==> config.mk <==
export PLATFORM = sky130hd
export DESIGN_NAME = bpsk_tx_sequencer
export DESIGN_NICKNAME = d
export VERILOG_FILES = /design/src/rtl/bpsk_pkg.sv /design/src/rtl/bpsk_symbol_timer.sv /design/src/rtl/bpsk_tx_sequencer.sv
export SDC_FILE = /design/constraint.sdc
export NUM_CORES = 1
export LEC_CHECK = 0
export ABC_AREA = 1
export BUFFER_PORTS_ARGS = -buffer_cell sky130_fd_sc_hd__buf_4
export CAP_MARGIN = 10
export CORE_MARGIN = 5
export CORE_UTILIZATION = 50
export CTS_BUF_LIST = sky130_fd_sc_hd__clkbuf_4
export CTS_CLUSTER_DIAMETER = 100
export CTS_CLUSTER_SIZE = 24
export DETAILED_ROUTE_END_ITERATION = 10
export GPL_TIMING_DRIVEN = 0
export PLACE_DENSITY = 0.68
export RECOVER_POWER = 100
export SETUP_SLACK_MARGIN = 0.2
export SLEW_MARGIN = 20
export SYNTH_ARGS = -nofsm -noshare
export SYNTH_HDL_FRONTEND = slang
export SYNTH_SLANG_ARGS = --single-unit
==> constraint.sdc <==
create_clock -name sychronizer -period 3.8 [get_ports sychronizer]
set_input_delay 0.57 -clock sychronizer [delete_from_list [all_inputs] [get_ports sychronizer]]
set_output_delay 0.57 -clock sychronizer [all_outputs]
set_load 0.05 [all_outputs]
==> src/rtl/bpsk_pkg.sv <==
// Shared definitions for the bpsk transmit path.
// The sequencer, the modulator and its DDS all take their defaults from here.
// That keeps the symbol rate and byte width consistent across the chain.
package bpsk_pkg;

  // Default byte width. The preamble is one byte long, so this is also the preamble length.
  localparam int DEFAULT_DATA_W = 8;

  // Default number of DDS carrier samples per transmitted symbol.
  localparam int DEFAULT_SPS = 16;

  // Default number of trailing zero-bit symbols that close a frame.
  localparam int DEFAULT_GUARD_SYMS = 2;

  // Default alternating preamble. It gives the receiver clean phase reversals to lock onto.
  localparam logic [7:0] DEFAULT_PREAMBLE = 8'hAA;

  // Frame sequencer states, in the order a frame passes through them.
  typedef enum logic [1:0] {
    S_IDLE     = 2'd0,
    S_PREAMBLE = 2'd1,
    S_DATA     = 2'd2,
    S_GUARD    = 2'd3
  } seq_state_t;

  // Width of a counter that runs 0..n-1.
  // It never returns less than 1, so the counter always has a real vector.
  function automatic int cnt_width(input int n);
    return (n <= 2) ? 1 : $clog2(n);
  endfunction

  // Larger of two integers. Used to size a counter shared by several phases.
  function automatic int max_int(input int a, input int b);
    return (a > b) ? a : b;
  endfunction

endpackage

==> src/rtl/bpsk_symbol_timer.sv <==
// Symbol timing for the bpsk sequencer.
// A sample counter runs 0..SPS-1 inside each symbol.
// A bit counter runs 0..bit_limit across the symbols of the current phase.
// The FSM reloads both counters whenever it enters a new state.
module bpsk_symbol_timer
  import bpsk_pkg::*;
#(
  parameter int SPS   = DEFAULT_SPS,
  parameter int BIT_W = 3
) (
  input  logic             clk,
  input  logic             rst_n,
  input  logic             reload,
  input  logic             run,
  input  logic [BIT_W-1:0] bit_limit,
  output logic             sym_start,
  output logic             sym_end,
  output logic             bits_done
);

  localparam int SAMPLE_W = cnt_width(SPS);
  localparam logic [SAMPLE_W-1:0] LAST_SAMPLE = SAMPLE_W'(SPS - 1);

  logic [SAMPLE_W-1:0] sample_cnt;
  logic [BIT_W-1:0]    bit_cnt;

  // The current cycle is the last sample of a symbol only while a phase is running.
  assign sym_end   = run && (sample_cnt == LAST_SAMPLE);

  // The last sample of the last symbol in the current phase.
  assign bits_done = sym_end && (bit_cnt == bit_limit);

  // The coming cycle carries the first sample of a symbol.
  // That happens either because the FSM is entering a new state or because the running symbol wraps.
  assign sym_start = reload || sym_end;

  // Advance the sample counter each cycle and step the bit counter at every symbol boundary.
  always_ff @(posedge clk or negedge rst_n) begin
    if (!rst_n) begin
      sample_cnt <= '0;
      bit_cnt    <= '0;
    end else if (reload) begin
      sample_cnt <= '0;
      bit_cnt    <= '0;
    end else if (run) begin
      if (sym_end) begin
        sample_cnt <= '0;
        bit_cnt    <= bits_done ? '0 : bit_cnt + BIT_W'(1);
      end else begin
        sample_cnt <= sample_cnt + SAMPLE_W'(1);
      end
    end
  end

endmodule

==> src/rtl/bpsk_tx_sequencer.sv <==
// Frame sequencer in front of the bpsk modulator.
// Bytes arrive over a valid/ready handshake and are parked in a one-deep hold register.
// Each frame is sent as the preamble, then the data bits MSB-first, then zero-bit guard symbols.
// Every symbol bit is held on significant_bit for SPS sample-clock cycles.
// All outputs are registered, so they change only on the sample clock or on reset.
module bpsk_tx_sequencer
  import bpsk_pkg::*;
#(
  parameter int                DATA_W     = DEFAULT_DATA_W,
  parameter int                SPS        = DEFAULT_SPS,
  parameter logic [DATA_W-1:0] PREAMBLE   = DEFAULT_PREAMBLE,
  parameter int                GUARD_SYMS = DEFAULT_GUARD_SYMS
) (
  input  logic              sychronizer,
  input  logic              reset_n,
  input  logic [DATA_W-1:0] byte_in,
  input  logic              byte_last,
  input  logic              byte_valid,
  output logic              byte_ready,
  output logic              significant_bit,
  output logic              tx_enable,
  output logic              symbol_strobe,
  output logic              frame_done,
  output logic              underrun
);

  // One bit counter covers both the byte-long phases and the guard phase.
  localparam int BIT_W = cnt_width(max_int(DATA_W, GUARD_SYMS));
  localparam logic [BIT_W-1:0] BYTE_LIMIT  = BIT_W'(DATA_W - 1);
  localparam logic [BIT_W-1:0] GUARD_LIMIT = BIT_W'(GUARD_SYMS - 1);

  seq_state_t        state;

  // One-deep hold register between the byte source and the shifter.
  logic [DATA_W-1:0] hold_data;
  logic              hold_last;
  logic              hold_full;
  logic              hold_full_nxt;
  logic              load;
  logic              drain;

  // Shifter for the symbol on air. Its MSB is always the bit currently being sent.
  logic [DATA_W-1:0] shifter;
  logic              cur_last;

  // Handshake with the symbol timer.
  logic              reload;
  logic              run;
  logic [BIT_W-1:0]  bit_limit;
  logic              sym_start;
  logic              sym_end;
  logic              bits_done;

  assign run       = (state != S_IDLE);
  assign bit_limit = (state == S_GUARD) ? GUARD_LIMIT : BYTE_LIMIT;

  bpsk_symbol_timer #(
    .SPS   (SPS),
    .BIT_W (BIT_W)
  ) u_timer (
    .clk       (sychronizer),
    .rst_n     (reset_n),
    .reload    (reload),
    .run       (run),
    .bit_limit (bit_limit),
    .sym_start (sym_start),
    .sym_end   (sym_end),
    .bits_done (bits_done)
  );

  // Decide when the hold register drains into the shifter and when the timer restarts for a new state.
  always_comb begin
    load   = byte_valid && byte_ready;
    drain  = 1'b0;
    reload = 1'b0;
    case (state)
      S_IDLE: begin
        reload = hold_full;
      end
      S_PREAMBLE: begin
        drain  = bits_done;
        reload = bits_done;
      end
      S_DATA: begin
        drain  = bits_done && !cur_last && hold_full;
        reload = bits_done && (cur_last || !hold_full);
      end
      S_GUARD: begin
        reload = bits_done;
      end
    endcase
    hold_full_nxt = load ? 1'b1 : (drain ? 1'b0 : hold_full);
  end

  // Capture an accepted byte. byte_ready mirrors the emptiness the hold register will have next cycle.
  always_ff @(posedge sychronizer or negedge reset_n) begin
    if (!reset_n) begin
      hold_data  <= '0;
      hold_last  <= 1'b0;
      hold_full  <= 1'b0;
      byte_ready <= 1'b0;
    end else begin
      if (load) begin
        hold_data <= byte_in;
        hold_last <= byte_last;
      end
      hold_full  <= hold_full_nxt;
      byte_ready <= !hold_full_nxt;
    end
  end

  // Frame FSM. It walks IDLE, PREAMBLE, DATA and GUARD and registers every modulator-facing output.
  always_ff @(posedge sychronizer or negedge reset_n) begin
    if (!reset_n) begin
      state           <= S_IDLE;
      shifter         <= '0;
      cur_last        <= 1'b0;
      significant_bit <= 1'b0;
      tx_enable       <= 1'b0;
      symbol_strobe   <= 1'b0;
      frame_done      <= 1'b0;
      underrun        <= 1'b0;
    end else begin
      frame_done    <= 1'b0;
      underrun      <= 1'b0;
      symbol_strobe <= sym_start && !(state == S_GUARD && bits_done);

      case (state)
        S_IDLE: begin
          significant_bit <= 1'b0;
          tx_enable       <= 1'b0;
          if (hold_full) begin
            state           <= S_PREAMBLE;
            shifter         <= PREAMBLE;
            significant_bit <= PREAMBLE[DATA_W-1];
            tx_enable       <= 1'b1;
          end
        end

        S_PREAMBLE: begin
          if (bits_done) begin
            state           <= S_DATA;
            shifter         <= hold_data;
            cur_last        <= hold_last;
            significant_bit <= hold_data[DATA_W-1];
          end else if (sym_end) begin
            shifter         <= {shifter[DATA_W-2:0], 1'b0};
            significant_bit <= shifter[DATA_W-2];
          end
        end

        S_DATA: begin
          if (bits_done) begin
            if (cur_last) begin
              state           <= S_GUARD;
              significant_bit <= 1'b0;
            end else if (hold_full) begin
              shifter         <= hold_data;
              cur_last        <= hold_last;
              significant_bit <= hold_data[DATA_W-1];
            end else begin
              state           <= S_GUARD;
              significant_bit <= 1'b0;
              underrun        <= 1'b1;
            end
          end else if (sym_end) begin
            shifter         <= {shifter[DATA_W-2:0], 1'b0};
            significant_bit <= shifter[DATA_W-2];
          end
        end

        S_GUARD: begin
          significant_bit <= 1'b0;
          if (bits_done) begin
            state      <= S_IDLE;
            tx_enable  <= 1'b0;
            frame_done <= 1'b1;
          end
        end
      endcase
    end
  end

endmodule

==> flow_summary.html, run 1 <==
<table>
<tr><th>Metric</th><th>Value</th></tr>
<tr><th colspan="2">Die</th></tr>
<tr><td>Die Area</td><td>4690 µm²</td></tr>
<tr><td>I/O pin cnt</td><td>18</td></tr>
<tr><td>Die width</td><td>68.49 µm</td></tr>
<tr><td>Number of core rows</td><td>21</td></tr>
<tr><td>Overall die height</td><td>68.49 µm</td></tr>
<tr><td>Area of the placeable core</td><td>3337 µm²</td></tr>
<tr><td>Starting utilization of the core area</td><td>51.26%</td></tr>
<tr><th colspan="2">Critical path</th></tr>
<tr><td>Count of buffering cells on the critical path with inverters included</td><td>3</td></tr>
<tr><td>Slowest stage delay, CP</td><td>roughly 430 ps</td></tr>
<tr><td>Crit Path Category</td><td>register to register</td></tr>
<tr><td>Endpoint class of the critical path</td><td>register</td></tr>
<tr><td>Cell family with the largest share of critical-path delay</td><td>simple AND/OR/NAND/NOR gates</td></tr>
<tr><td>Data required, critical path</td><td>4070 ps</td></tr>
<tr><td>Library cell appearing most often on the critical path</td><td>nand2_1</td></tr>
<tr><td>Critical path arrival</td><td>2960 ps</td></tr>
<tr><td>Cell-by-cell trace of the critical path</td><td>inv_1 &gt; ha_1 &gt; inv_1 &gt; nand2_1 &gt; nor3_1 &gt; nand2_1 &gt; clkbuf_1 &gt; o21ai_0 &gt; nand3_1 &gt; nand2_1</td></tr>
<tr><td>Startpoint Class</td><td>register</td></tr>
<tr><td>Max FO, Critical Path</td><td>10</td></tr>
<tr><td>Standard cell with the maximum stage delay on the critical path</td><td>nor3_1</td></tr>
<tr><th colspan="2">Synth</th></tr>
<tr><td>Total of flip-flops plus latches after synthesis</td><td>33</td></tr>
<tr><td>Synthesized area divided by synthesized cell count</td><td>8.908 µm²</td></tr>
<tr><td>Most instantiated library cell after synthesis</td><td>nand2_1</td></tr>
<tr><td>Post-synth top cells</td><td>53 x nand2_1, 33 x dfrtp_1, 18 x inv_1</td></tr>
<tr><td>Async set-or-reset flop fraction in the synthesized netlist</td><td>100.0%</td></tr>
<tr><td>Number of flops mapped to enable cells by yosys</td><td>0</td></tr>
<tr><td>Sequential element share of the synthesized area</td><td>48.28%</td></tr>
<tr><td>Multiplexer share of the synthesized area</td><td>3.950%</td></tr>
<tr><td>Most instantiated flip-flop cell in the synthesis netlist</td><td>dfrtp_1</td></tr>
<tr><td>Gate Count Post-Synth</td><td>192</td></tr>
<tr><td>Number of distinct library cell variants in the gate-level netlist after synthesis</td><td>28</td></tr>
<tr><td>Number of nets produced by synthesis</td><td>roughly 210</td></tr>
<tr><td>Count of yosys warnings during synthesis</td><td>0</td></tr>
<tr><td>Synth top area share</td><td>48.28%</td></tr>
<tr><td>Main combinational cell family by area after synthesis</td><td>simple AND/OR/NAND/NOR gates</td></tr>
<tr><td>Post-Synth XOR/XNOR Area</td><td>2.048%</td></tr>
<tr><td>Cell types occupying the most area after synthesis</td><td>dfrtp_1 48%, nand2_1 12%, ha_1 5.1%</td></tr>
<tr><td>Post-Synth Simple-Gate Area</td><td>around 27%</td></tr>
<tr><td>Mapped cell area</td><td>1710 µm²</td></tr>
<tr><td>Synthesized-area fraction occupied by ao, oa, aoi and oai cells</td><td>7.242%</td></tr>
<tr><td>Adder and majority cell fraction of the synthesized area</td><td>5.121%</td></tr>
<tr><td>Cell accounting for the most synthesized area</td><td>dfrtp_1</td></tr>
<tr><th colspan="2">Placed design</th></tr>
<tr><td>PortBufs</td><td>17</td></tr>
<tr><td>GP Congestion</td><td>0.9385</td></tr>
<tr><td>Estimated wirelength of the detail-placed design</td><td>2517 µm</td></tr>
<tr><td>Inst Count DP</td><td>255</td></tr>
<tr><th colspan="2">Timing</th></tr>
<tr><td>Max Transition Viols Final</td><td>34</td></tr>
<tr><td>Part of the cycle the worst path needs</td><td>70.87%</td></tr>
<tr><td>Transition time of the tightest slew-check pin</td><td>roughly 1800 ps</td></tr>
<tr><td>Final Hold Vio Count</td><td>0</td></tr>
<tr><td>Count of final setup violators</td><td>0</td></tr>
<tr><td>Unrepaired setup endpoints after global routing</td><td>no</td></tr>
<tr><td>Fin Clk Skew</td><td>12.91 ps</td></tr>
<tr><td>Highest clock frequency the design can meet</td><td>approximately 0.37 GHz</td></tr>
<tr><td>Final period demand of the worst path</td><td>2693 ps</td></tr>
<tr><td>Setup TNS after final layout</td><td>0 ps</td></tr>
<tr><td>Worst rel slew slack</td><td>-16.83%</td></tr>
<tr><th colspan="2">Layout</th></tr>
<tr><td># diodes</td><td>0</td></tr>
<tr><td>NumNets Final</td><td>approximately 240</td></tr>
<tr><td>Synthesis-to-layout area growth</td><td>8.925%</td></tr>
<tr><td>Fill cell total of the finished layout</td><td>314</td></tr>
<tr><td>Post-Route Utilization</td><td>55.83%</td></tr>
<tr><td>Count of placed standard cells in the final layout, fillers left out</td><td>262</td></tr>
<tr><td>Layout cells sized above 1</td><td>~15%</td></tr>
<tr><th colspan="2">Pwr</th></tr>
<tr><td>Net switching component of the power</td><td>around 120 µW</td></tr>
<tr><td>Fraction of power spent switching nets</td><td>22.22%</td></tr>
<tr><td>Maximum resistive drop on vdd</td><td>0.2290 mV</td></tr>
<tr><td>Pwr/cell area</td><td>298.0 nW/µm²</td></tr>
<tr><td>Internal Dissipation</td><td>between 400 and 500 µW</td></tr>
<tr><td>Clk pwr share</td><td>34.2%</td></tr>
<tr><td>Combinational share of power</td><td>2.6%</td></tr>
<tr><td>Pwr Total</td><td>555.2 µW</td></tr>
<tr><td>Static leakage</td><td>around 1 nW</td></tr>
<tr><td>Sequential group share of total power</td><td>63.2%</td></tr>
<tr><th colspan="2">Status</th></tr>
<tr><td>Violated checks</td><td>max-capacitance violations, max-slew violations</td></tr>
<tr><td>Run status</td><td>complete, but fails checks</td></tr>
<tr><th colspan="2">Clocking</th></tr>
<tr><td>CTS H-tree depth</td><td>2</td></tr>
<tr><td>Quantity of gates resized following cts</td><td>0</td></tr>
<tr><td>CTS Buffer Depth</td><td>2</td></tr>
<tr><td>CTS hold repair buffers</td><td>0</td></tr>
<tr><td>Number of buffers added by the clock tree synthesis step</td><td>5</td></tr>
<tr><td>Setup bufs post-CTS</td><td>0</td></tr>
<tr><td>Clock input transition at the sequential cells of the worst setup and hold paths</td><td>110 ps</td></tr>
<tr><td>Clock sink count</td><td>33</td></tr>
<tr><td>Clock Latency Late Sink</td><td>340 ps</td></tr>
<tr><td>CTS tree</td><td>built</td></tr>
<tr><td>Root buffer selected by CTS</td><td>clkbuf_4</td></tr>
<tr><th colspan="2">Global route</th></tr>
<tr><td>Tot GR Track Use</td><td>16.81%</td></tr>
<tr><td>Antenna violations before repair</td><td>0</td></tr>
<tr><td>Number of global-route vias before repair</td><td>1,317</td></tr>
<tr><td>Met2 demand-to-capacity share in global routing</td><td>29.56%</td></tr>
<tr><td>Pin count of the biggest net entering global routing</td><td>34</td></tr>
<tr><td>M1 GR Usage</td><td>18.33%</td></tr>
<tr><td>Global-route layer with the greatest usage</td><td>met2</td></tr>
<tr><td>Final global-route overflow total</td><td>0</td></tr>
<tr><td>Wire length of the first global-routing pass</td><td>5733 µm</td></tr>
<tr><td>GR met3 Demand/Resource</td><td>5.255%</td></tr>
<tr><th colspan="2">Run</th></tr>
<tr><td>Maximum Capacitance Violations</td><td>1</td></tr>
<tr><th colspan="2">Drt</th></tr>
<tr><td>DRC violation count after routing</td><td>0</td></tr>
<tr><td>Vias post-DR</td><td>1,304</td></tr>
<tr><td>Average vias per placed instance</td><td>4.977</td></tr>
<tr><td>Detail-routed net length per standard cell</td><td>12.91 µm</td></tr>
<tr><td>Iteration-0 DRC Markers</td><td>between 50 and 60</td></tr>
<tr><td>Sum of routed wire length over all layers</td><td>3383 µm</td></tr>
<tr><td>Detailed Routing Iterations Pass 1</td><td>4</td></tr>
<tr><td>Antenna-violating nets left</td><td>0</td></tr>
<tr><th colspan="2">Min path</th></tr>
<tr><td>Worst min path class</td><td>register to register</td></tr>
</table>
-- area by class of cell --
cell class                      count  area (µm²)  share of cell area [%]
Buffer                              3       15.01                  0.8059
Clock buffer                        6       45.04                   2.418
Clock inverter                      1       3.754                  0.2015
Inverter                           22       85.08                   4.567
Multi-Input combinational cell    134       729.5                   39.15
Sequential cell                    33       825.8                   44.32
Tap cell                           46       57.56                   3.089
Timing Repair Buffer               17       101.3                   5.440
-- kinds of logic after synthesis --
kind of cell    Yosys count
simple gates             96
mux                       6
fa+ha+maj                 7
buf+inv                  25
xor+xnor                  4
compound gates           21
flops                    33
-- cell usage in the layout (no fill, tap or decap) --
cell	Yosys	final
inv_1	18	21
or2_1	1	1
clkbuf_4	0	6
nand3_2	2	1
nand4_2	1	1
nor2_1	11	12
buf_4	1	11
clkinv_1	0	1
o21ai_1	4	2
nand3_1	16	17
a21oi_1	7	7
inv_4	1	1
nor2_4	1	1
nand2_2	4	3
nor3_1	1	2
nand4_1	1	1
nand2_4	3	1
xor2_1	4	4
dfrtp_1	33	33
a21oi_2	2	2
ha_1	7	7
nand2_1	53	56
mux2_2	6	6
o21ai_0	5	10
clkbuf_1	0	9
-- metrics by stage --
step | area (µm²) | hold slack (ps) | setup slack [ps]
6_report | 1863 | 455.1 | 1107
5_1_grt | 1863 | 438.7 | 842.9
4_1_cts | 1944 | 162.1 | 1839
3_5_place_dp | 1896 | 448.6 | 1863
3_3_place_gp | 1896 | 437.2 | 1900
2_1_floorplan | 1710 | 274.4 | 2144
-- worst paths after layout --
path / start / to / slack (ps) / cells after the start
worst max-delay path: state[0] / shifter[4] / 1110 / 10
worst min-delay path: cur_last / underrun / 460 / 1
worst max register to register: state[0] / shifter[4] / 1110 / 10
worst min register to register: cur_last / underrun / 460 / 1
max in group asynchronous: reset_n / shifter[4] / 2100 / 1
min in group asynchronous: reset_n / cur_last / 680 / 1
-- per-layer routing --
metal	wire length (µm)	vias to the layer above
met5	0	-
met4	60	0
met3	150	6
met2	1684	28
met1	1487	610
li1	-	660
-- power by group through the flow --
| stage | combinational [mW] | clock (mW) | sequential, mW |
|---|---|---|---|
| 4_1_cts | 0.0156 | 0.196 | 0.351 |
| 3_5_place_dp | 0.0156 | 0 | 0.358 |
| 6_report | 0.0144 | 0.190 | 0.351 |
| 5_1_grt | 0.0164 | 0.209 | 0.351 |
| 3_3_place_gp | 0.0151 | 0 | 0.358 |
| 2_1_floorplan | 0.0000866 | 0 | 0.358 |
-- sequential cells by signal, indices dropped and copies added (netlist names), 2 cells and up --
signal	cells
shifter	7
state	2
u_timer.bit_cnt	3
hold_data	8
u_timer.sample_cnt	4
(Power assumes the default switching activity.)
==> run 2, diff against run 1 <==
ABC_AREA = 0   (was 1)
PLACE_DENSITY = 0.7   (was 0.68)
clock period = 2.4 ns   (was 3.8 ns; I/O delays follow)
==> run 2 against run 1 <==
  * The run now ends clean
  * Sequential cell count unchanged
  * Via count decreased by 9.2%
  * Hold slack got worse by 210 ps
  * Highest routed layer unchanged
  * First-iteration DRC count increased by 17%
  * Critical path depth decreased by 5
  * Clock skew decreased by 7.8 ps
  * Synthesized cell count decreased by 26%
  * Sequential power increased by 58%
  * Non-clock buffer count increased by 3
  * Largest cell class is now multi-input combinational cells
==> flow_summary.html, run 2 <==
<table>
<tr><th>Metric</th><th>Value</th></tr>
<tr><th colspan="2">Status</th></tr>
<tr><td>Run status</td><td>finished clean</td></tr>
<tr><th colspan="2">Layout</th></tr>
<tr><td>Layout cells sized above 1</td><td>25.44%</td></tr>
<tr><td>Final Cell Area</td><td>between 1500 and 2000 µm²</td></tr>
<tr><td>Count of placed standard cells in the final layout, fillers left out</td><td>215</td></tr>
<tr><td>Synthesis-to-layout area growth</td><td>11.44%</td></tr>
<tr><td>Most used cells in the layout excluding fill and tap cells</td><td>33 x dfrtp_1, 10 x mux2_2, 10 x buf_4</td></tr>
<tr><td>NumNets Final</td><td>187</td></tr>
<tr><td>Flip-flop count of the largest register, all copies and words added</td><td>8</td></tr>
<tr><td>Commonest non-fill, non-tap cell in the layout</td><td>dfrtp_1</td></tr>
<tr><td># diodes</td><td>0</td></tr>
<tr><td>Most flop-heavy register</td><td>hold_data</td></tr>
<tr><td>Biggest registers after layout</td><td>hold_data: 8 flops, shifter: 7 flops, u_timer.sample_cnt: 4 flops</td></tr>
<tr><th colspan="2">Die</th></tr>
<tr><td>Area of the placeable core</td><td>3363 µm²</td></tr>
<tr><td>Number of core rows</td><td>21</td></tr>
<tr><td>Die Area</td><td>4758 µm²</td></tr>
<tr><td>Starting utilization of the core area</td><td>51.71%</td></tr>
<tr><td>Die width</td><td>68.98 µm</td></tr>
<tr><td>Overall die height</td><td>68.98 µm</td></tr>
<tr><td>I/O pin cnt</td><td>18</td></tr>
<tr><th colspan="2">Drt</th></tr>
<tr><td>Vias post-DR</td><td>between 1,000 and 1,500</td></tr>
<tr><td>Sum of routed wire length over all layers</td><td>between 3000 and 4000 µm</td></tr>
<tr><td>Detail-routed net length per standard cell</td><td>about 15 µm</td></tr>
<tr><td>Antenna-violating nets left</td><td>0</td></tr>
<tr><td>Detailed Routing Iterations Pass 1</td><td>4</td></tr>
<tr><td>Iteration-0 DRC Markers</td><td>slightly above 60</td></tr>
<tr><td>DRC violation count after routing</td><td>0</td></tr>
<tr><td>Average vias per placed instance</td><td>5.507</td></tr>
<tr><th colspan="2">Min path</th></tr>
<tr><td>Worst min path class</td><td>input pin to register</td></tr>
<tr><th colspan="2">Timing</th></tr>
<tr><td>Count of final setup violators</td><td>0</td></tr>
<tr><td>Final hold slack</td><td>242.4 ps</td></tr>
<tr><td>Max Transition Viols Final</td><td>0</td></tr>
<tr><td>Final Hold Vio Count</td><td>0</td></tr>
<tr><td>Part of the cycle the worst path needs</td><td>between 80% and 90%</td></tr>
<tr><td>Transition time of the tightest slew-check pin</td><td>805.3 ps</td></tr>
<tr><td>Setup TNS after final layout</td><td>0 ps</td></tr>
<tr><td>Unrepaired setup endpoints after global routing</td><td>no</td></tr>
<tr><td>Worst rel slew slack</td><td>46.32%</td></tr>
<tr><td>Highest clock frequency the design can meet</td><td>0.4768 GHz</td></tr>
<tr><td>Final period demand of the worst path</td><td>2097 ps</td></tr>
<tr><td>Fin Clk Skew</td><td>5.087 ps</td></tr>
<tr><th colspan="2">Global route</th></tr>
<tr><td>Final global-route overflow total</td><td>0</td></tr>
<tr><td>Tot GR Track Use</td><td>15.99%</td></tr>
<tr><td>Number of global-route vias before repair</td><td>1,173</td></tr>
<tr><td>Pin count of the biggest net entering global routing</td><td>34</td></tr>
<tr><td>Antenna violations before repair</td><td>0</td></tr>
<tr><td>Wire length of the first global-routing pass</td><td>5478 µm</td></tr>
<tr><th colspan="2">Synth</th></tr>
<tr><td>Most instantiated flip-flop cell in the synthesis netlist</td><td>dfrtp_1</td></tr>
<tr><td>Number of nets produced by synthesis</td><td>162</td></tr>
<tr><td>Number of distinct library cell variants in the gate-level netlist after synthesis</td><td>45</td></tr>
<tr><td>Cell types occupying the most area after synthesis</td><td>dfrtp_1 47%, mux2_2 6.5%, ha_1 5.0%</td></tr>
<tr><td>Count of yosys warnings during synthesis</td><td>0</td></tr>
<tr><td>Synth top area share</td><td>47.48%</td></tr>
<tr><td>Mapped cell area</td><td>1739 µm²</td></tr>
<tr><td>Post-synth top cells</td><td>33 x dfrtp_1, 10 x mux2_2, 9 x nand2_1</td></tr>
<tr><td>Total of flip-flops plus latches after synthesis</td><td>33</td></tr>
<tr><td>Synthesized area divided by synthesized cell count</td><td>12.16 µm²</td></tr>
<tr><td>Async set-or-reset flop fraction in the synthesized netlist</td><td>100.0%</td></tr>
<tr><td>Sequential element share of the synthesized area</td><td>47.48%</td></tr>
<tr><td>Number of flops mapped to enable cells by yosys</td><td>0</td></tr>
<tr><td>Cell accounting for the most synthesized area</td><td>dfrtp_1</td></tr>
<tr><td>Gate Count Post-Synth</td><td>143</td></tr>
<tr><td>Most instantiated library cell after synthesis</td><td>dfrtp_1</td></tr>
<tr><th colspan="2">Clocking</th></tr>
<tr><td>Clock Latency Late Sink</td><td>340 ps</td></tr>
<tr><td>Root buffer selected by CTS</td><td>clkbuf_4</td></tr>
<tr><td>Setup bufs post-CTS</td><td>0</td></tr>
<tr><td>CTS H-tree depth</td><td>2</td></tr>
<tr><td>Clock sink count</td><td>33</td></tr>
<tr><td>CTS Buffer Depth</td><td>2</td></tr>
<tr><td>CTS tree</td><td>built</td></tr>
<tr><td>Clock input transition at the sequential cells of the worst setup and hold paths</td><td>110 ps</td></tr>
<tr><td>Number of buffers added by the clock tree synthesis step</td><td>5</td></tr>
<tr><th colspan="2">Placed design</th></tr>
<tr><td>GP Congestion</td><td>0.7937</td></tr>
<tr><td>PortBufs</td><td>17</td></tr>
<tr><td>Cell Area, Placed</td><td>around 1900 µm²</td></tr>
<tr><td>Estimated wirelength of the detail-placed design</td><td>2394 µm</td></tr>
<tr><td>Inst Count DP</td><td>206</td></tr>
<tr><th colspan="2">Pwr</th></tr>
<tr><td>Maximum resistive drop on vdd</td><td>0.3968 mV</td></tr>
<tr><td>Pwr/cell area</td><td>about 460 nW/µm²</td></tr>
<tr><td>Pwr Total</td><td>885.9 µW</td></tr>
<tr><td>Static leakage</td><td>around 0.99 nW</td></tr>
<tr><th colspan="2">Critical path</th></tr>
<tr><td>Startpoint Class</td><td>register</td></tr>
<tr><td>Endpoint class of the critical path</td><td>register</td></tr>
<tr><td>Data required, critical path</td><td>2630 ps</td></tr>
<tr><td>Critical path arrival</td><td>2330 ps</td></tr>
<tr><td>Crit Path Category</td><td>register to register</td></tr>
<tr><td>Max FO, Critical Path</td><td>7</td></tr>
<tr><th colspan="2">Run</th></tr>
<tr><td>Maximum Capacitance Violations</td><td>0</td></tr>
</table>
## run 2: cell count changes after synthesis, sizes merged, moves of 7 or more
cell,delta
mux2,+7
nand3,-16
mux2i,+7
nand2,-51
inv,-18
o21ai,-7
## run 2: worst paths after layout
| kind | cells after the start | from | endpoint | slack [ps] |
|---|---|---|---|---|
| max | 5 | state[0] | shifter[0] | 300 |
| min | 2 | byte_in[1] | hold_data[1] | 240 |
| max reg2reg | 5 | state[0] | shifter[0] | 300 |
| min reg2reg | 1 | shifter[4] | shifter[4] | 510 |
| max in group asynchronous | 2 | reset_n | hold_data[7] | 1270 |
| min in group asynchronous | 2 | reset_n | u_timer.bit_cnt[1] | 630 |
## run 2: routing by layer
layer	vias to the layer above	GRT usage (%)	wire, µm
met2	30	25.71	1538
met3	7	5.673	169
met1	570	19.63	1468
met4	0	6.083	54
met5	-	0	0
li1	577	-	-
## run 2: final cells by class
class	instances	area [µm²]
Sequential cell	33	825.8
Multi-Input combinational cell	101	830.8
Clock inverter	3	17.52
Timing Repair Buffer	18	112.6
Fill cell	314	1425
Buffer	5	41.29
Inverter	4	15.01
Tap cell	46	57.56
Clock buffer	5	37.54
## run 2: what timing repair did
item,in CTS,in global routing
hold buffers,1,0
gates resized for setup,0,0
endpoints found under the hold margin,33,0
## run 2: where the power goes
group / leakage, nW / total (mW) / internal, mW / switching (mW)
registers: 0.421 / 0.556 / 0.556 / 0
logic: 0.535 / 0.0240 / 0.0118 / 0.0122
clock network: 0.0310 / 0.306 / 0.110 / 0.196
## run 2: worst max-delay path, stage by stage (launching register included)
cell and delay [ps]:
dfrtp_1 390, ha_1 290, and4b_1 290, nor2_1 450
o31a_4 240, mux2_1 330
## run 2: kinds of logic (layout without fill, tap and decap cells)
family,count (synthesis),count (layout),synth area share (%)
compound gates,35,35,16.91
mux,20,20,13.09
flops,33,33,47.48
simple gates,37,37,13.24
fa+ha+maj,7,7,5.036
buf+inv,9,35,3.237
xor+xnor,2,2,1.007
## run 2: metrics by stage
step	utilization (%)	setup slack, ps
2_1_floorplan	-	519.6
3_3_place_gp	57.22	412.2
3_5_place_dp	57.22	383.8
4_1_cts	59.15	376.7
5_1_grt	57.63	174.5
6_report	57.63	302.8
==> run 3, diff against run 2 <==
PLACE_DENSITY = 0.72   (was 0.7)
==> run 3 against run 2 <==
  * Wire length grew 2.2%
  * Non-clock buffer count is the same
  * Power grew 12%
  * Clock skew grew 9.6 ps
  * Utilization grew 0.71 points
  * Critical endpoint unchanged
==> flow_summary.html, run 3 (synthesis results as in run 2) <==
<table>
<tr><th>Metric</th><th>Value</th></tr>
<tr><th colspan="2">Placed design</th></tr>
<tr><td>Inst Count DP</td><td>206</td></tr>
<tr><td>GP Congestion</td><td>just over 0.8</td></tr>
<tr><td>Estimated wirelength of the detail-placed design</td><td>2420 µm</td></tr>
<tr><td>PortBufs</td><td>17</td></tr>
<tr><th colspan="2">Critical path</th></tr>
<tr><td>Max FO, Critical Path</td><td>7</td></tr>
<tr><td>Worst reg-to-reg path cell count</td><td>5</td></tr>
<tr><td>Capture instance of the worst register-to-register path</td><td>shifter[0]</td></tr>
<tr><td>Data required, critical path</td><td>2630 ps</td></tr>
<tr><td>Worst setup startpoint</td><td>state[1]</td></tr>
<tr><td>Crit Reg-Reg Startpoint</td><td>state[1]</td></tr>
<tr><td>Timing endpoint of the critical path</td><td>shifter[0]</td></tr>
<tr><td>Slack of the worst reg-to-reg path</td><td>300 ps</td></tr>
<tr><td>Startpoint Class</td><td>register</td></tr>
<tr><td>Critical path arrival</td><td>2340 ps</td></tr>
<tr><td>Endpoint class of the critical path</td><td>register</td></tr>
<tr><td>Crit Path Category</td><td>register to register</td></tr>
<tr><th colspan="2">Layout</th></tr>
<tr><td>Biggest registers after layout</td><td>hold_data: 8 flops, shifter: 7 flops, u_timer.sample_cnt: 4 flops</td></tr>
<tr><td># diodes</td><td>0</td></tr>
<tr><td>Count of placed standard cells in the final layout, fillers left out</td><td>215</td></tr>
<tr><td>Most flop-heavy register</td><td>hold_data</td></tr>
<tr><td>Flip-flop count of the largest register, all copies and words added</td><td>8</td></tr>
<tr><td>NumNets Final</td><td>about 190</td></tr>
<tr><td>Commonest non-fill, non-tap cell in the layout</td><td>dfrtp_1</td></tr>
<tr><td>Most used cells in the layout excluding fill and tap cells</td><td>33 x dfrtp_1, 10 x mux2_2, 10 x buf_4</td></tr>
<tr><td>Synthesis-to-layout area growth</td><td>12.81%</td></tr>
<tr><td>Layout cells sized above 1</td><td>24.85%</td></tr>
<tr><th colspan="2">Drt</th></tr>
<tr><td>Sum of routed wire length over all layers</td><td>approximately 3300 µm</td></tr>
<tr><td>Detailed Routing Iterations Pass 1</td><td>4</td></tr>
<tr><td>Antenna-violating nets left</td><td>0</td></tr>
<tr><td>Detail-routed net length per standard cell</td><td>about 15 µm</td></tr>
<tr><td>Iteration-0 DRC Markers</td><td>43</td></tr>
<tr><td>Average vias per placed instance</td><td>5.647</td></tr>
<tr><td>DRC violation count after routing</td><td>0</td></tr>
<tr><td>Vias post-DR</td><td>1,214</td></tr>
<tr><th colspan="2">Clocking</th></tr>
<tr><td>CTS tree</td><td>built</td></tr>
<tr><td>Clock input transition at the sequential cells of the worst setup and hold paths</td><td>110 ps</td></tr>
<tr><td>CTS Buffer Depth</td><td>2</td></tr>
<tr><td>Number of buffers added by the clock tree synthesis step</td><td>5</td></tr>
<tr><td>Quantity of gates resized following cts</td><td>0</td></tr>
<tr><td>Root buffer selected by CTS</td><td>clkbuf_4</td></tr>
<tr><td>Clock Latency Late Sink</td><td>about 340 ps</td></tr>
<tr><td>CTS H-tree depth</td><td>2</td></tr>
<tr><td>CTS hold repair buffers</td><td>1</td></tr>
<tr><td>Clock sink count</td><td>33</td></tr>
<tr><td>Setup bufs post-CTS</td><td>0</td></tr>
<tr><th colspan="2">Timing</th></tr>
<tr><td>Worst rel slew slack</td><td>47.16%</td></tr>
<tr><td>Part of the cycle the worst path needs</td><td>87.60%</td></tr>
<tr><td>Highest clock frequency the design can meet</td><td>between 0.4 and 0.5 GHz</td></tr>
<tr><td>Unrepaired setup endpoints after global routing</td><td>no</td></tr>
<tr><td>Fin Clk Skew</td><td>14.73 ps</td></tr>
<tr><td>Final Hold Vio Count</td><td>0</td></tr>
<tr><td>Max Transition Viols Final</td><td>0</td></tr>
<tr><td>Final period demand of the worst path</td><td>between 2000 and 2500 ps</td></tr>
<tr><td>Count of final setup violators</td><td>0</td></tr>
<tr><td>Setup TNS after final layout</td><td>0 ps</td></tr>
<tr><td>Transition time of the tightest slew-check pin</td><td>slightly below 800 ps</td></tr>
<tr><th colspan="2">Pwr</th></tr>
<tr><td>Pwr/cell area</td><td>504.4 nW/µm²</td></tr>
<tr><td>Internal Dissipation</td><td>about 800 µW</td></tr>
<tr><td>Static leakage</td><td>0.9989 nW</td></tr>
<tr><td>Fraction of power spent switching nets</td><td>just under 20%</td></tr>
<tr><td>Sequential group share of total power</td><td>56.1%</td></tr>
<tr><td>Maximum resistive drop on vdd</td><td>0.4006 mV</td></tr>
<tr><td>Clk pwr share</td><td>41.5%</td></tr>
<tr><td>Combinational share of power</td><td>2.4%</td></tr>
<tr><td>Net switching component of the power</td><td>194.3 µW</td></tr>
<tr><th colspan="2">Global route</th></tr>
<tr><td>Antenna violations before repair</td><td>0</td></tr>
<tr><td>Wire length of the first global-routing pass</td><td>5727 µm</td></tr>
<tr><td>Pin count of the biggest net entering global routing</td><td>34</td></tr>
<tr><td>Number of global-route vias before repair</td><td>1,251</td></tr>
<tr><td>Final global-route overflow total</td><td>0</td></tr>
<tr><td>Tot GR Track Use</td><td>16.50%</td></tr>
<tr><th colspan="2">Die</th></tr>
<tr><td>Die Area</td><td>4758 µm²</td></tr>
<tr><td>Overall die height</td><td>68.98 µm</td></tr>
<tr><td>Starting utilization of the core area</td><td>51.71%</td></tr>
<tr><td>I/O pin cnt</td><td>18</td></tr>
<tr><td>Area of the placeable core</td><td>around 3400 µm²</td></tr>
<tr><td>Number of core rows</td><td>21</td></tr>
<tr><td>Die width</td><td>68.98 µm</td></tr>
<tr><th colspan="2">Run</th></tr>
<tr><td>Maximum Capacitance Violations</td><td>0</td></tr>
<tr><th colspan="2">Min path</th></tr>
<tr><td>Worst min path class</td><td>input pin to register</td></tr>
<tr><th colspan="2">Status</th></tr>
<tr><td>Run status</td><td>finished clean</td></tr>
</table>
run 3: through the flow:
| stage | area, µm² | hold WS (ps) | total power [mW] | util, % | worst slack, ps |
|---|---|---|---|---|---|
| finish | 1962 | 247.1 | 0.9897 | 58.33 | 297.5 |
| global route | 1962 | 223.4 | 1.030 | 58.33 | 141.3 |
| CTS | 2013 | 229.6 | 1.006 | 59.86 | 326.0 |
| detailed placement | 1924 | 326.9 | 0.5910 | 57.22 | 335.5 |
| global placement | 1924 | 322.9 | 0.5903 | 57.22 | 414.1 |
| floorplan | 1739 | 64.41 | 0.5669 | - | 519.6 |
run 3: worst min-delay path by stage:
| stage | start | endpoint | slack, ps | cells after the start |
|---|---|---|---|---|
| global placement | reset_n | tx_enable | 320 | 1 |
| global route | byte_in[1] | hold_data[1] | 220 | 2 |
| floorplan | reset_n | byte_ready | 60 | 0 |
| detailed placement | reset_n | frame_done | 330 | 1 |
| CTS | byte_in[1] | hold_data[1] | 230 | 2 |
| finish | byte_in[1] | hold_data[1] | 250 | 2 |
run 3: area by class of cell:
cell class / count / area [µm²]
buffer: 5 / 41.29
clock buffer: 6 / 45.04
fill: 309 / 1401
tap: 46 / 57.56
multi-input combinational: 101 / 830.8
inverter: 4 / 15.01
clock inverter: 2 / 33.78
sequential: 33 / 825.8
timing repair buffer: 18 / 112.6
run 3: critical path, stage by stage, from the launching register on:
cell and delay [ps]:
dfrtp_1 380, ha_1 280, and4b_1 290, nor2_1 490, o31a_4 250, mux2_1 320
run 3: per-layer routing:
metal	global-route usage (%)	vias up	share of wire [%]
met2	27.50	37	50
met5	0	-	0
met1	19.84	591	42
met3	4.862	6	6.8
li1	-	580	-
met4	6.813	0	1.3
run 3: power groups by stage:
stage | clock network [mW] | logic (mW) | registers (mW)
CTS | 0.425 | 0.0257 | 0.556
floorplan | 0 | 0.000165 | 0.567
global placement | 0 | 0.0238 | 0.567
detailed placement | 0 | 0.0245 | 0.567
finish | 0.410 | 0.0238 | 0.556
global route | 0.447 | 0.0274 | 0.556
